## src/rtl/photon_gate_counter.sv

```systemverilog
`default_nettype none
// ============================================================================
// Module      : photon_gate_counter
// Description : Counts photon detector pulses over back-to-back gate windows
//               of GATE_CYCLES clocks. The count of each completed window is
//               latched as a snapshot and served to an SPI slave as a 5-byte
//               frame. Byte 0 is status ({valid, ovf, 2'b00, seq[3:0]}).
//               Bytes 1..4 are the 32-bit zero-extended count, MSB first.
// Revision    : 1.0 - initial release
// ----------------------------------------------------------------------------
// Parameters
//   CNT_W        accumulator / snapshot width (8..32)
//   GATE_CYCLES  window length in clk cycles (>= 4)
// Ports
//   clk          system clock
//   rst_n        asynchronous active-low reset
//   PHOTON       asynchronous detector pulse (>= 2 clk high, >= 2 clk low)
//   enable       level; high runs gate windows back to back
//   tx_start     1-cycle pulse at SPI message start; latches frame, index 0
//   tx_next      1-cycle pulse when the current byte was consumed
//   tx_byte      byte currently offered for transmit (registered)
//   count_valid  an unread snapshot is held (cleared by tx_start)
//   overflow     the held snapshot saturated
//   gate_active  a window is in progress (registered)
// ============================================================================
module photon_gate_counter #(
  parameter int CNT_W       = 32,
  parameter int GATE_CYCLES = 1000000
) (
  input  logic       clk,
  input  logic       rst_n,
  input  logic       PHOTON,
  input  logic       enable,
  input  logic       tx_start,
  input  logic       tx_next,
  output logic [7:0] tx_byte,
  output logic       count_valid,
  output logic       overflow,
  output logic       gate_active
);

  localparam int                 TIMER_W      = $clog2(GATE_CYCLES);
  localparam logic [TIMER_W-1:0] C_TIMER_LAST = TIMER_W'(GATE_CYCLES - 1);
  localparam logic [CNT_W-1:0]   C_ACC_MAX    = '1;
  localparam logic [2:0]         C_IDX_DONE   = 3'd5;

  typedef enum logic [0:0] {
    S_IDLE  = 1'b0,
    S_COUNT = 1'b1
  } state_e;

  // --------------------------------------------------------------------------
  // Input conditioning. Three synchronizer stages, then the rising-edge
  // detect is registered so an edge is counted on the 4th clk edge after
  // PHOTON rises.
  // --------------------------------------------------------------------------
  logic [2:0] sync_q;
  logic       edge_q;

  always_ff @(posedge clk or negedge rst_n) begin
    if (!rst_n) begin
      sync_q <= 3'b000;
      edge_q <= 1'b0;
    end else begin
      sync_q <= {sync_q[1:0], PHOTON};
      edge_q <= (sync_q[2:1] == 2'b01);
    end
  end

  // --------------------------------------------------------------------------
  // Window state
  // --------------------------------------------------------------------------
  state_e             state_q, state_d;
  logic [TIMER_W-1:0] timer_q, timer_d;
  logic [CNT_W-1:0]   acc_q,   acc_d;
  logic               sat_q,   sat_d;
  logic [CNT_W-1:0]   snap_q,  snap_d;
  logic               ovf_q,   ovf_d;
  logic [3:0]         seq_q,   seq_d;
  logic               valid_q, valid_d;
  logic               gate_q;

  // Accumulator value including this cycle's edge, saturating at max. An edge
  // that arrives while already at max marks the window as saturated.
  logic [CNT_W-1:0] acc_inc;
  logic             sat_next;
  logic             acc_at_max;

  always_comb begin
    acc_at_max = (acc_q == C_ACC_MAX);
    acc_inc    = acc_q;
    sat_next   = sat_q;
    if (edge_q) begin
      if (acc_at_max) begin
        sat_next = 1'b1;
      end else begin
        acc_inc = acc_q + CNT_W'(1);
      end
    end
  end

  always_comb begin
    state_d = state_q;
    timer_d = timer_q;
    acc_d   = acc_q;
    sat_d   = sat_q;
    snap_d  = snap_q;
    ovf_d   = ovf_q;
    seq_d   = seq_q;
    valid_d = valid_q;

    case (state_q)
      S_IDLE: begin
        timer_d = '0;
        acc_d   = '0;
        sat_d   = 1'b0;
        if (enable) begin
          state_d = S_COUNT;
        end
      end
      S_COUNT: begin
        if (!enable) begin
          // Abort: the partial window is thrown away without a snapshot.
          state_d = S_IDLE;
          timer_d = '0;
          acc_d   = '0;
          sat_d   = 1'b0;
        end else if (timer_q == C_TIMER_LAST) begin
          // Closing cycle: an edge on this very cycle belongs to this window.
          snap_d  = acc_inc;
          ovf_d   = sat_next;
          seq_d   = seq_q + 4'd1;
          timer_d = '0;
          acc_d   = '0;
          sat_d   = 1'b0;
        end else begin
          timer_d = timer_q + TIMER_W'(1);
          acc_d   = acc_inc;
          sat_d   = sat_next;
        end
      end
    endcase

    // Read-and-clear; a window closing on the same cycle re-sets the flag.
    if (tx_start) begin
      valid_d = 1'b0;
    end
    if ((state_q == S_COUNT) && enable && (timer_q == C_TIMER_LAST)) begin
      valid_d = 1'b1;
    end
  end

  always_ff @(posedge clk or negedge rst_n) begin
    if (!rst_n) begin
      state_q <= S_IDLE;
      timer_q <= '0;
      acc_q   <= '0;
      sat_q   <= 1'b0;
      snap_q  <= '0;
      ovf_q   <= 1'b0;
      seq_q   <= 4'd0;
      valid_q <= 1'b0;
      gate_q  <= 1'b0;
    end else begin
      state_q <= state_d;
      timer_q <= timer_d;
      acc_q   <= acc_d;
      sat_q   <= sat_d;
      snap_q  <= snap_d;
      ovf_q   <= ovf_d;
      seq_q   <= seq_d;
      valid_q <= valid_d;
      gate_q  <= (state_q == S_COUNT);
    end
  end

  // --------------------------------------------------------------------------
  // Readout. The frame buffer is loaded only on tx_start, so snapshots taken
  // during a readout never disturb the frame in flight.
  // --------------------------------------------------------------------------
  logic [31:0] snap_ext;
  logic [39:0] frame_q, frame_d;
  logic [2:0]  idx_q,   idx_d;
  logic [7:0]  tx_byte_q, tx_byte_d;

  always_comb begin
    snap_ext              = '0;
    snap_ext[CNT_W-1:0]   = snap_q;
  end

  always_comb begin
    frame_d = frame_q;
    idx_d   = idx_q;
    if (tx_start) begin
      frame_d = {valid_q, ovf_q, 2'b00, seq_q, snap_ext};
      idx_d   = 3'd0;
    end else if (tx_next && (idx_q != C_IDX_DONE)) begin
      idx_d = idx_q + 3'd1;
    end

    // tx_byte is registered from the next frame/index so it follows the
    // tx_start / tx_next pulse by exactly one clk.
    case (idx_d)
      3'd0:    tx_byte_d = frame_d[39:32];
      3'd1:    tx_byte_d = frame_d[31:24];
      3'd2:    tx_byte_d = frame_d[23:16];
      3'd3:    tx_byte_d = frame_d[15:8];
      3'd4:    tx_byte_d = frame_d[7:0];
      default: tx_byte_d = 8'h00;
    endcase
  end

  always_ff @(posedge clk or negedge rst_n) begin
    if (!rst_n) begin
      frame_q   <= '0;
      idx_q     <= C_IDX_DONE;
      tx_byte_q <= 8'h00;
    end else begin
      frame_q   <= frame_d;
      idx_q     <= idx_d;
      tx_byte_q <= tx_byte_d;
    end
  end

  assign tx_byte     = tx_byte_q;
  assign count_valid = valid_q;
  assign overflow    = ovf_q;
  assign gate_active = gate_q;

endmodule
`default_nettype wire
```

## config.mk

```make
export PLATFORM = sky130hd
export DESIGN_NAME = photon_gate_counter
export DESIGN_NICKNAME = d
export VERILOG_FILES = /design/src/rtl/photon_gate_counter.sv
export SDC_FILE = /design/constraint.sdc
export NUM_CORES = 1
export LEC_CHECK = 0
export CORE_AREA = 5 5 116 118
export CTS_BUF_LIST = sky130_fd_sc_hd__clkbuf_2
export CTS_CLUSTER_DIAMETER = 60
export DETAILED_ROUTE_END_ITERATION = 8
export DIE_AREA = 0 0 121 123
export PLACE_DENSITY_LB_ADDON = 0.3
export REMOVE_ABC_BUFFERS = 1
export SLEW_MARGIN = 20
export SYNTH_ARGS = -nofsm -noshare
export SYNTH_HDL_FRONTEND = slang
export SYNTH_SLANG_ARGS = --single-unit
```

## constraint.sdc

```tcl
create_clock -name clk -period 3.47 [get_ports clk]
set_input_delay 0.694 -clock clk [delete_from_list [all_inputs] [get_ports clk]]
set_output_delay 0.694 -clock clk [all_outputs]
set_load 0.05 [all_outputs]
```

==> results of run 1 <==
[flip-flops by register name, indices dropped and copies added (netlist names)]
name and cells:
acc_q 32, count_valid 1, edge_q 1, frame_q 40, gate_active 1, idx_q 3
overflow 1, sat_q 1, seq_q 4, snap_ext 32, state_q 1, sync_q 3
timer_q 20, tx_byte 8
[cell usage after synthesis, types with 2 or more instances]
cell / number / share of area
mux2_2: 38 / 0.065
ha_1: 5 / 0.0096
dfrtp_1: 146 / 0.56
nand4_1: 19 / 0.018
nand2b_1: 2 / 0.0019
nand2_1: 51 / 0.029
o211ai_1: 3 / 0.0034
nand3b_1: 2 / 0.0023
a31oi_1: 12 / 0.011
o221ai_1: 9 / 0.012
a21oi_1: 24 / 0.018
o31ai_1: 3 / 0.0034
and4_1: 8 / 0.011
o21ai_2: 19 / 0.025
buf_1: 2 / 0.0011
dfstp_2: 2 / 0.0080
nand3_1: 18 / 0.014
nor2_1: 55 / 0.032
nor2b_1: 3 / 0.0029
xor2_1: 15 / 0.020
buf_2: 8 / 0.0061
o21ai_0: 21 / 0.016
and3_1: 3 / 0.0029
or3_1: 24 / 0.023
buf_6: 5 / 0.0086
inv_1: 7 / 0.0040
and2_1: 2 / 0.0019
clkbuf_1: 12 / 0.0069
or4_1: 3 / 0.0034
nor3_1: 9 / 0.0069
nor4_1: 5 / 0.0048
mux2i_1: 17 / 0.026
xnor2_1: 19 / 0.025
[final cells by class]
type / instances / area [um^2]
Antenna cell: 2 / 5.00
Clock buffer: 17 / 85.1
Clock inverter: 14 / 161
Fill cell: 1058 / 5230
Inverter: 8 / 30.0
Multi-Input combinational cell: 400 / 2680
Sequential cell: 148 / 3710
Tap cell: 172 / 215
Timing Repair Buffer: 25 / 251
[repair_timing]
action,CTS,global route
gates resized for setup,0,0
hold endpoints to repair,64,0
buffers inserted,0,0
hold buffers,1,0
[kinds of logic (layout without fill, tap and decap cells)]
group | Yosys count | after routing | synth area share
flip-flops | 148 | 148 | 0.567
other | 0 | 2 | 0
XOR/XNOR | 34 | 34 | 0.0456
adder cells (fa/ha/maj) | 5 | 5 | 0.00957
buffers and inverters | 35 | 64 | 0.0274
multiplexers | 55 | 55 | 0.0915
AO/OA/AOI/OAI | 96 | 96 | 0.0965
AND/OR/NAND/NOR | 210 | 210 | 0.163
[power by group]
part	switching, mW	internal [mW]
registers	0.00708	1.74
clock network	0.623	0.394
logic	0.0840	0.0346
[how the worst min path moves through the flow]
stage / start / end / slack [ns] / cells past startpoint
2_1_floorplan: sync_q[0]$_DFF_PN0_ / sync_q[1]$_DFF_PN0_ / 0.33 / 0
3_3_place_gp: sync_q[0]$_DFF_PN0_ / sync_q[1]$_DFF_PN0_ / 0.34 / 0
3_5_place_dp: sync_q[0]$_DFF_PN0_ / sync_q[1]$_DFF_PN0_ / 0.34 / 0
4_1_cts: PHOTON / sync_q[0]$_DFF_PN0_ / 0.32 / 1
5_1_grt: PHOTON / sync_q[0]$_DFF_PN0_ / 0.29 / 1
6_report: sync_q[0]$_DFF_PN0_ / sync_q[1]$_DFF_PN0_ / 0.38 / 0
[stage by stage]
step | total power, mW | utilization | worst slack [ns]
floorplan | 1.82 | - | -0.153
finish | 2.88 | 0.577 | 0.593
global placement | 1.89 | 0.555 | 0.503
detailed placement | 1.89 | 0.555 | 0.428
CTS | 2.91 | 0.576 | 0.581
global route | 3.00 | 0.577 | 0.464
[layout by cell type (no fill, tap or decap), types with 3 or more instances in the layout]
cell,instances
o221ai_1,8
nor2_1,55
and3_1,3
nor2b_1,3
o31ai_1,3
a21oi_1,24
clkbuf_2,17
dfrtp_1,146
o21ai_0,21
xor2_1,15
clkdlybuf4s50_1,14
o211ai_1,3
mux2_2,38
nand2_1,51
o21ai_2,19
or3_1,23
xnor2_1,19
nor4_1,5
buf_4,6
inv_1,7
ha_1,5
nor3_1,9
a31oi_1,12
clkinvlp_4,3
bufinv_16,3
clkinv_2,3
mux2i_1,17
or4_1,3
nand3_1,18
and4_1,8
nand4_1,19
[layer usage]
layer / global-route usage / vias up / share of wire
li1: - / 2112 / -
met1: 0.258 / 2164 / 0.46
met2: 0.311 / 113 / 0.48
met3: 0.0608 / 20 / 0.042
met4: 0.0581 / 0 / 0.018
met5: 0 / - / 0
==> flow_summary.json, run 1 <==
{
  "initial_utilization": 0.529,
  "clock_edge_transition_at_the_registers_on_the_reported_setup_and_hold_paths_ns": 0.20,
  "avgRoutedWirePerCell_um": 16.9,
  "tightestPinTransition_ns": 0.926,
  "floorplan.die_area_um2": 14900,
  "number_of_top_level_pins": 17,
  "die_height_um": 123,
  "dpl-instance-area_um2": 6860,
  "worstPathMaxFanout": 42,
  "ant_nets": 0,
  "place_hpwl_um": 9260,
  "grt_usage": 0.195,
  "finish.net_count": 611,
  "grt_pass1_vias": 4375,
  "die_x_um": 121,
  "max_freq_ghz": 0.348,
  "pin_count_of_the_biggest_net_entering_global_routing": 67,
  "layout_min_cycle_time_ns": 2.88,
  "cts_max_level": 4,
  "critical_path_arrival_ns": 3.48,
  "synth_warnings": 0,
  "fin_cells": 786,
  "critical_path.reg2reg.startpoint": "timer_q[12]$_DFF_PN0_",
  "timing.setup.tns_ns": 0,
  "ff2ff_path_depth": 5,
  "worst_ir_drop_vdd_mv": 0.281,
  "worst_path_dominant_cell_family": "simple AND/OR/NAND/NOR gates",
  "crit_path_end": "overflow$_DFFE_PN0P_",
  "max_cap_viol_count": 0,
  "dpl.cell_count": 752,
  "synth-edff-count": 0,
  "standard_cell_with_the_maximum_stage_delay_on_the_critical_path": "or3_2",
  "rr_endpoint": "overflow$_DFFE_PN0P_",
  "final.period_utilization": 0.829,
  "clkSinkCount": 148,
  "cp.depth": 5,
  "drt_wirelength_um": 13300,
  "timing_worst_setup_path_type": "flop to flop",
  "clock_root_buffer": "clkbuf_2",
  "hold_path_class": "flop to flop",
  "vias": 4409,
  "via_per_inst": 5.61,
  "layout.cell_area.non_filler_um2": 7130,
  "grt_first_pass_wirelength_um": 22300,
  "timing_hold_violations_final": 0,
  "finalSetupViolCount": 0,
  "dr.first_iter.drc_count": 524,
  "slew_headroom": 0.383,
  "grt_overflow": 0,
  "postSynth.topFlopCell": "dfrtp_1",
  "cp.buffers_inverters": 0,
  "postSynthCellCount": 583,
  "placeableCoreArea_um2": 12400,
  "crit_path_start": "timer_q[12]$_DFF_PN0_",
  "rsz0062_at_grt": "no",
  "buffer_ports.inserted": 16,
  "drc": 0,
  "critical_path.cell_chain": "or4_1 -> or4_4 -> or3_2 -> nand2_1 -> o21ai_2",
  "synth.yosys.seq_area_share": 0.567,
  "maxSlewViolCount": 0,
  "cts_inserted_buffers": 17,
  "row_count": 41,
  "tritoncts": "built",
  "power-per-cell-area_nw_per_um2": 404,
  "cellLeakagePower_nw": 3.16,
  "worst-r2r-setup-slack_ns": 0.59,
  "crit_required_ns": 4.07,
  "timing.clock.skew_ns": 0.0304,
  "clk-insertion-delay-late_ns": 0.73,
  "end_kind": "flop",
  "first_pass_iters": 5,
  "post_synth_num_cell_types": 45,
  "syn-mean-instance-area_um2": 11.2,
  "critPathMaxStageDelay_ns": 0.87,
  "run_status": "completed",
  "routabilityCongestion": 0.868,
  "synth_seq_cells": 148,
  "number_of_antenna_violations_at_the_first_check_in_global_routing": 1,
  "hold_slack_ns": 0.381,
  "flow.area_growth_from_synthesis_pct": 9.09,
  "worstSetupStartpointType": "flop",
  "fraction_of_registers_with_async_set_reset": 1.00,
  "synthesis.area_um2": 6540,
  "final_layout_size_suffix_gt1_frac": 0.173,
  "cts_max_path_buffers": 2
}
(Power assumes the default switching activity.)
==> run 2: changes to the inputs <==
==> constraint.sdc (replaced) <==
create_clock -name clk -period 2.8 [get_ports clk]
set_input_delay 0.56 -clock clk [delete_from_list [all_inputs] [get_ports clk]]
set_output_delay 0.56 -clock clk [all_outputs]
set_load 0.05 [all_outputs]
==> run 2 against run 1 <==
  * Final cell count rose by 0.89%
  * Final area rose by 0.53%
  * Critical path type unchanged
  * First-iteration DRC count fell by 37%
  * Highest routed layer unchanged
  * Critical path depth did not move
==> flow_summary.json, run 2 (same netlist as run 1, synthesis figures left out) <==
{
  "floorplan.die_area_um2": 14900,
  "cp.buffers_inverters": 1,
  "slew_headroom": 0.569,
  "clock_edge_transition_at_the_registers_on_the_reported_setup_and_hold_paths_ns": 0.19,
  "cp.depth": 5,
  "multi_input_comb_area_um2": 2670,
  "grt_util_met3": 0.0425,
  "critical_path.cell_chain": "or4_1 -> or4_4 -> or3_2 -> buf_12 -> o31ai_1",
  "ant_nets": 0,
  "max_cap_viol_count": 0,
  "cts_resized": 0,
  "cts_hold_repair.buffers": 1,
  "timing_hold_violations_final": 0,
  "flow.area_growth_from_synthesis_pct": 9.67,
  "first_pass_iters": 4,
  "grt_usage": 0.188,
  "tightestPinTransition_ns": 0.641,
  "via_per_inst": 5.72,
  "min-delay-start": "PHOTON",
  "end_kind": "flop",
  "worstSetupStartpointType": "flop",
  "share_seq_of_total_power": 0.623,
  "initial_utilization": 0.529,
  "intPower_mw": 2.61,
  "rr_endpoint": "snap_ext[4]$_DFFE_PN0P_",
  "vias": 4532,
  "die_height_um": 123,
  "number_of_antenna_violations_at_the_first_check_in_global_routing": 1,
  "buffer_ports.inserted": 16,
  "timing.clock.skew_ns": 0.0351,
  "maxSlewViolCount": 0,
  "placeableCoreArea_um2": 12400,
  "clkSinkCount": 148,
  "grt_first_pass_wirelength_um": 21900,
  "timing_worst_setup_path_type": "flop to flop",
  "critical_path.reg2reg.startpoint": "timer_q[12]$_DFF_PN0_",
  "most_frequent_cells_in_the_layout": "dfrtp_1, nor2_1, nand2_1",
  "switchingPower_uw": 859,
  "dpl-instance-area_um2": 6930,
  "final_common_cell": "dfrtp_1",
  "crit_required_ns": 3.41,
  "hold_slack_ns": 0.302,
  "hold_path_class": "input port to flop",
  "cts_max_path_buffers": 2,
  "critical_path_arrival_ns": 3.18,
  "grtUsageMet2": 0.291,
  "layout.cell_area.non_filler_um2": 7170,
  "pin_count_of_the_biggest_net_entering_global_routing": 72,
  "grt_pass1_vias": 4431,
  "cts_setup_buffers": 0,
  "die_x_um": 121,
  "place_hpwl_um": 9360,
  "final.period_utilization": 0.920,
  "worstPathMaxFanout": 42,
  "run_status": "completed",
  "drt_wirelength_um": 12900,
  "critPathMaxStageDelay_ns": 0.59,
  "crit_path_end": "snap_ext[4]$_DFFE_PN0P_",
  "power_frac_comb": 0.043,
  "largest_register": "frame_q",
  "clock_root_buffer": "clkbuf_2",
  "standard_cell_with_the_maximum_stage_delay_on_the_critical_path": "or4_4",
  "largest_register_ffs": 40,
  "worst_ir_drop_vdd_mv": 0.251,
  "grt_overflow": 0,
  "number_of_top_level_pins": 17,
  "crit_path_start": "timer_q[12]$_DFF_PN0_",
  "layout_min_cycle_time_ns": 2.58,
  "share_clk_of_total_power": 0.334,
  "netSwitchingFraction": 0.248,
  "max_freq_ghz": 0.388,
  "ff2ff_path_depth": 5,
  "dr.first_iter.drc_count": 329,
  "fillerInstances": 1071,
  "finish.net_count": 618,
  "clk-insertion-delay-late_ns": 0.70,
  "met1_usage": 0.260,
  "power-per-cell-area_nw_per_um2": 484,
  "cts_inserted_buffers": 17,
  "worst_path_dominant_cell_family": "simple AND/OR/NAND/NOR gates",
  "tritoncts": "built",
  "routabilityCongestion": 0.926,
  "worst-r2r-setup-slack_ns": 0.22,
  "row_count": 41,
  "preCtsSetupSlack_ns": 0.283,
  "drc": 0,
  "peak_usage_layer_in_the_global_routing_report": "met2",
  "cts_max_level": 4,
  "final_layout_size_suffix_gt1_frac": 0.182,
  "avgRoutedWirePerCell_um": 16.3,
  "finalPower_mw": 3.47,
  "cellLeakagePower_nw": 3.19,
  "rsz0062_at_grt": "no",
  "seqCellArea_um2": 3710,
  "finalSetupViolCount": 0,
  "setup_slack_ns": 0.224
}
-- run 2: how the worst min path moves through the flow --
stage	endpoint	slack, ns	cells past startpoint
floorplan	acc_q[0]$_DFF_PN0_	0.26	0
global placement	sync_q[1]$_DFF_PN0_	0.34	0
detailed placement	sync_q[1]$_DFF_PN0_	0.34	0
CTS	sync_q[0]$_DFF_PN0_	0.24	1
global route	sync_q[0]$_DFF_PN0_	0.22	1
finish	sync_q[0]$_DFF_PN0_	0.30	1
-- run 2: power by group through the flow --
stage	combinational (mW)	sequential (mW)	clock, mW
after floorplan	0.0551	2.20	0
after global placement	0.147	2.20	0
after detailed placement	0.150	2.20	0
after CTS	0.152	2.16	1.20
after global routing	0.168	2.16	1.30
final	0.149	2.16	1.16
-- run 2: area by class of cell --
cell class / instances / share of cell area
antenna: 1 / 0.000349
clock buffer: 19 / 0.0133
clock inverter: 13 / 0.0185
inverter: 8 / 0.00419
multi-input combinational: 400 / 0.373
sequential: 148 / 0.517
tap: 172 / 0.0300
timing repair buffer: 32 / 0.0442
-- run 2: stage by stage --
stage	instances	utilization	TNS [ns]
global route	793	0.580	0
global placement	759	0.560	0
detailed placement	759	0.560	0
finish	793	0.580	0
floorplan	556	-	-38.80
CTS	792	0.580	0
-- run 2: per-layer routing --
layer,wire length (um),up-vias,share of wire
met1,5960,2220,0.46
met4,287,0,0.022
met5,0,-,0
met3,549,32,0.043
met2,6100,135,0.47
li1,-,2145,-
==> run 3: changes to the inputs <==
--- a/config.mk
+++ b/config.mk
@@ -10,6 +10,7 @@
 export CTS_CLUSTER_DIAMETER = 60
 export DETAILED_ROUTE_END_ITERATION = 8
 export DIE_AREA = 0 0 121 123
+export GPL_ROUTABILITY_DRIVEN = 0
 export PLACE_DENSITY_LB_ADDON = 0.3
 export REMOVE_ABC_BUFFERS = 1
 export SLEW_MARGIN = 20
==> run 3 against run 2 <==
  * Clock power about the same
  * Sequential cell count unchanged
  * Core utilization decreased by 0.17 points
==> flow_summary.json, run 3 (same netlist as run 1, synthesis figures left out) <==
{
  "run_status": "completed",
  "clkSinkCount": 148,
  "power-per-cell-area_nw_per_um2": 483,
  "tightestPinTransition_ns": 0.735,
  "largest_register": "frame_q",
  "worstPathMaxFanout": 13,
  "initial_utilization": 0.529,
  "intPower_mw": 2.59,
  "largest_register_ffs": 40,
  "placeableCoreArea_um2": 12400,
  "cts_setup_buffers": 0,
  "final_layout_size_suffix_gt1_frac": 0.178,
  "ant_nets": 0,
  "share_clk_of_total_power": 0.332,
  "floorplan.die_area_um2": 14900,
  "worst_ir_drop_vdd_mv": 0.248,
  "fillerInstances": 1041,
  "max_freq_ghz": 0.388,
  "clock_root_buffer": "clkbuf_2",
  "cts_max_level": 4,
  "clock_edge_transition_at_the_registers_on_the_reported_setup_and_hold_paths_ns": 0.21,
  "fin_cells": 793,
  "setup_slack_ns": 0.224,
  "netSwitchingFraction": 0.249,
  "end_kind": "flop",
  "rsz0062_at_grt": "no",
  "drt_wirelength_um": 13000,
  "switchingPower_uw": 859,
  "pin_count_of_the_biggest_net_entering_global_routing": 81,
  "grt_usage": 0.192,
  "grt_overflow": 0,
  "hold_path_class": "input port to flop",
  "worstSetupStartpointType": "flop",
  "drc": 0,
  "tritoncts": "built",
  "share_seq_of_total_power": 0.626,
  "finalPower_mw": 3.45,
  "avgRoutedWirePerCell_um": 16.4,
  "crit_required_ns": 3.38,
  "die_height_um": 123,
  "finalSetupViolCount": 0,
  "final_common_cell": "dfrtp_1",
  "critical_path_arrival_ns": 3.16,
  "dpl.cell_count": 758,
  "preCtsSetupSlack_ns": 0.285,
  "grt_first_pass_wirelength_um": 22400,
  "flow.area_growth_from_synthesis_pct": 9.34,
  "timing.clock.skew_ns": 0.0243,
  "finish.net_count": 617,
  "first_pass_iters": 6,
  "vias": 4474,
  "cts_inserted_buffers": 17,
  "cts_resized": 0,
  "power_frac_comb": 0.043,
  "dr.first_iter.drc_count": 292,
  "clk-insertion-delay-late_ns": 0.69,
  "final.period_utilization": 0.920,
  "cts_hold_repair.buffers": 1,
  "grt_pass1_vias": 4516,
  "multi_input_comb_area_um2": 2670,
  "seqCellArea_um2": 3710,
  "place_hpwl_um": 9300,
  "timing_worst_setup_path_type": "flop to flop",
  "final_util": 0.578,
  "die_x_um": 121,
  "slew_headroom": 0.510,
  "cellLeakagePower_nw": 3.17,
  "layout_min_cycle_time_ns": 2.58,
  "number_of_top_level_pins": 17,
  "number_of_antenna_violations_at_the_first_check_in_global_routing": 1,
  "most_frequent_cells_in_the_layout": "dfrtp_1, nor2_1, nand2_1",
  "cts_max_path_buffers": 2,
  "timing_hold_violations_final": 0,
  "critical_path.cell_chain": "nand4_1 -> or4_1 -> o21ai_0 -> mux2i_1 -> a21oi_1",
  "buffer_ports.inserted": 16,
  "max_cap_viol_count": 0,
  "standard_cell_with_the_maximum_stage_delay_on_the_critical_path": "or4_1",
  "via_per_inst": 5.64,
  "timing.setup.tns_ns": 0,
  "maxSlewViolCount": 0,
  "row_count": 41,
  "critPathMaxStageDelay_ns": 0.82
}
==> run 3: cell types whose count changed in the layout (fill, tap and decap cells not counted), sizes merged <==
| cell | delta |
|---|---|
| clkbuf | -2 |
| buf | -1 |
| diode | +1 |
| clkinvlp | +1 |
| clkinv | +1 |
==> run 3: cell type report <==
cell class,instances,share of cell area
diodes,2,0.000700
clock buffers,17,0.0119
clock inverters,15,0.0194
inverters,8,0.00420
multi-input cells,400,0.374
flip-flops and latches,148,0.518
well taps,172,0.0301
repair buffers,31,0.0415
==> run 3: worst paths after layout <==
| kind | startpoint | to | slack (ns) | cells after the start |
|---|---|---|---|---|
| min reg2reg | sync_q[0]$_DFF_PN0_ | sync_q[1]$_DFF_PN0_ | 0.38 | 0 |
| min | PHOTON | sync_q[0]$_DFF_PN0_ | 0.30 | 1 |
| min in group asynchronous | rst_n | frame_q[35]$_DFF_PN0_ | 0.43 | 2 |
| max | acc_q[15]$_DFF_PN0_ | snap_ext[1]$_DFFE_PN0P_ | 0.22 | 5 |
| max reg2reg | acc_q[15]$_DFF_PN0_ | snap_ext[1]$_DFFE_PN0P_ | 0.22 | 5 |
| max in group asynchronous | rst_n | timer_q[6]$_DFF_PN0_ | 1.55 | 3 |
==> run 3: worst max-delay path, delay by kind of cell, from the launching register on <==
family          cells  cell delay, ns
mux                 1            0.44
flops               1            0.48
compound gates      2            0.51
simple gates        2            1.04
==> run 3: per-stage QoR <==
stage,hold WS [ns],cell area (um^2)
final,0.298,7150
after CTS,0.232,7140
after detailed placement,0.352,6910
after floorplan,0.264,6390
after global routing,0.210,7150
after global placement,0.341,6910
==> run 3: per-layer routing <==
metal	GRT usage	share of wire	vias to the layer above
met1	0.258	0.46	2214
met2	0.305	0.48	108
met5	0	0	-
met4	0.0758	0.022	0
li1	-	-	2129
met3	0.0425	0.038	23
==> run 3: power groups by stage <==
stage                     registers, mW  clock network [mW]  logic [mW]
after global placement             2.20                   0       0.145
after CTS                          2.16                1.17       0.150
after global routing               2.16                1.27       0.166
after floorplan                    2.20                   0      0.0551
after detailed placement           2.20                   0       0.148
final                              2.16                1.14       0.147
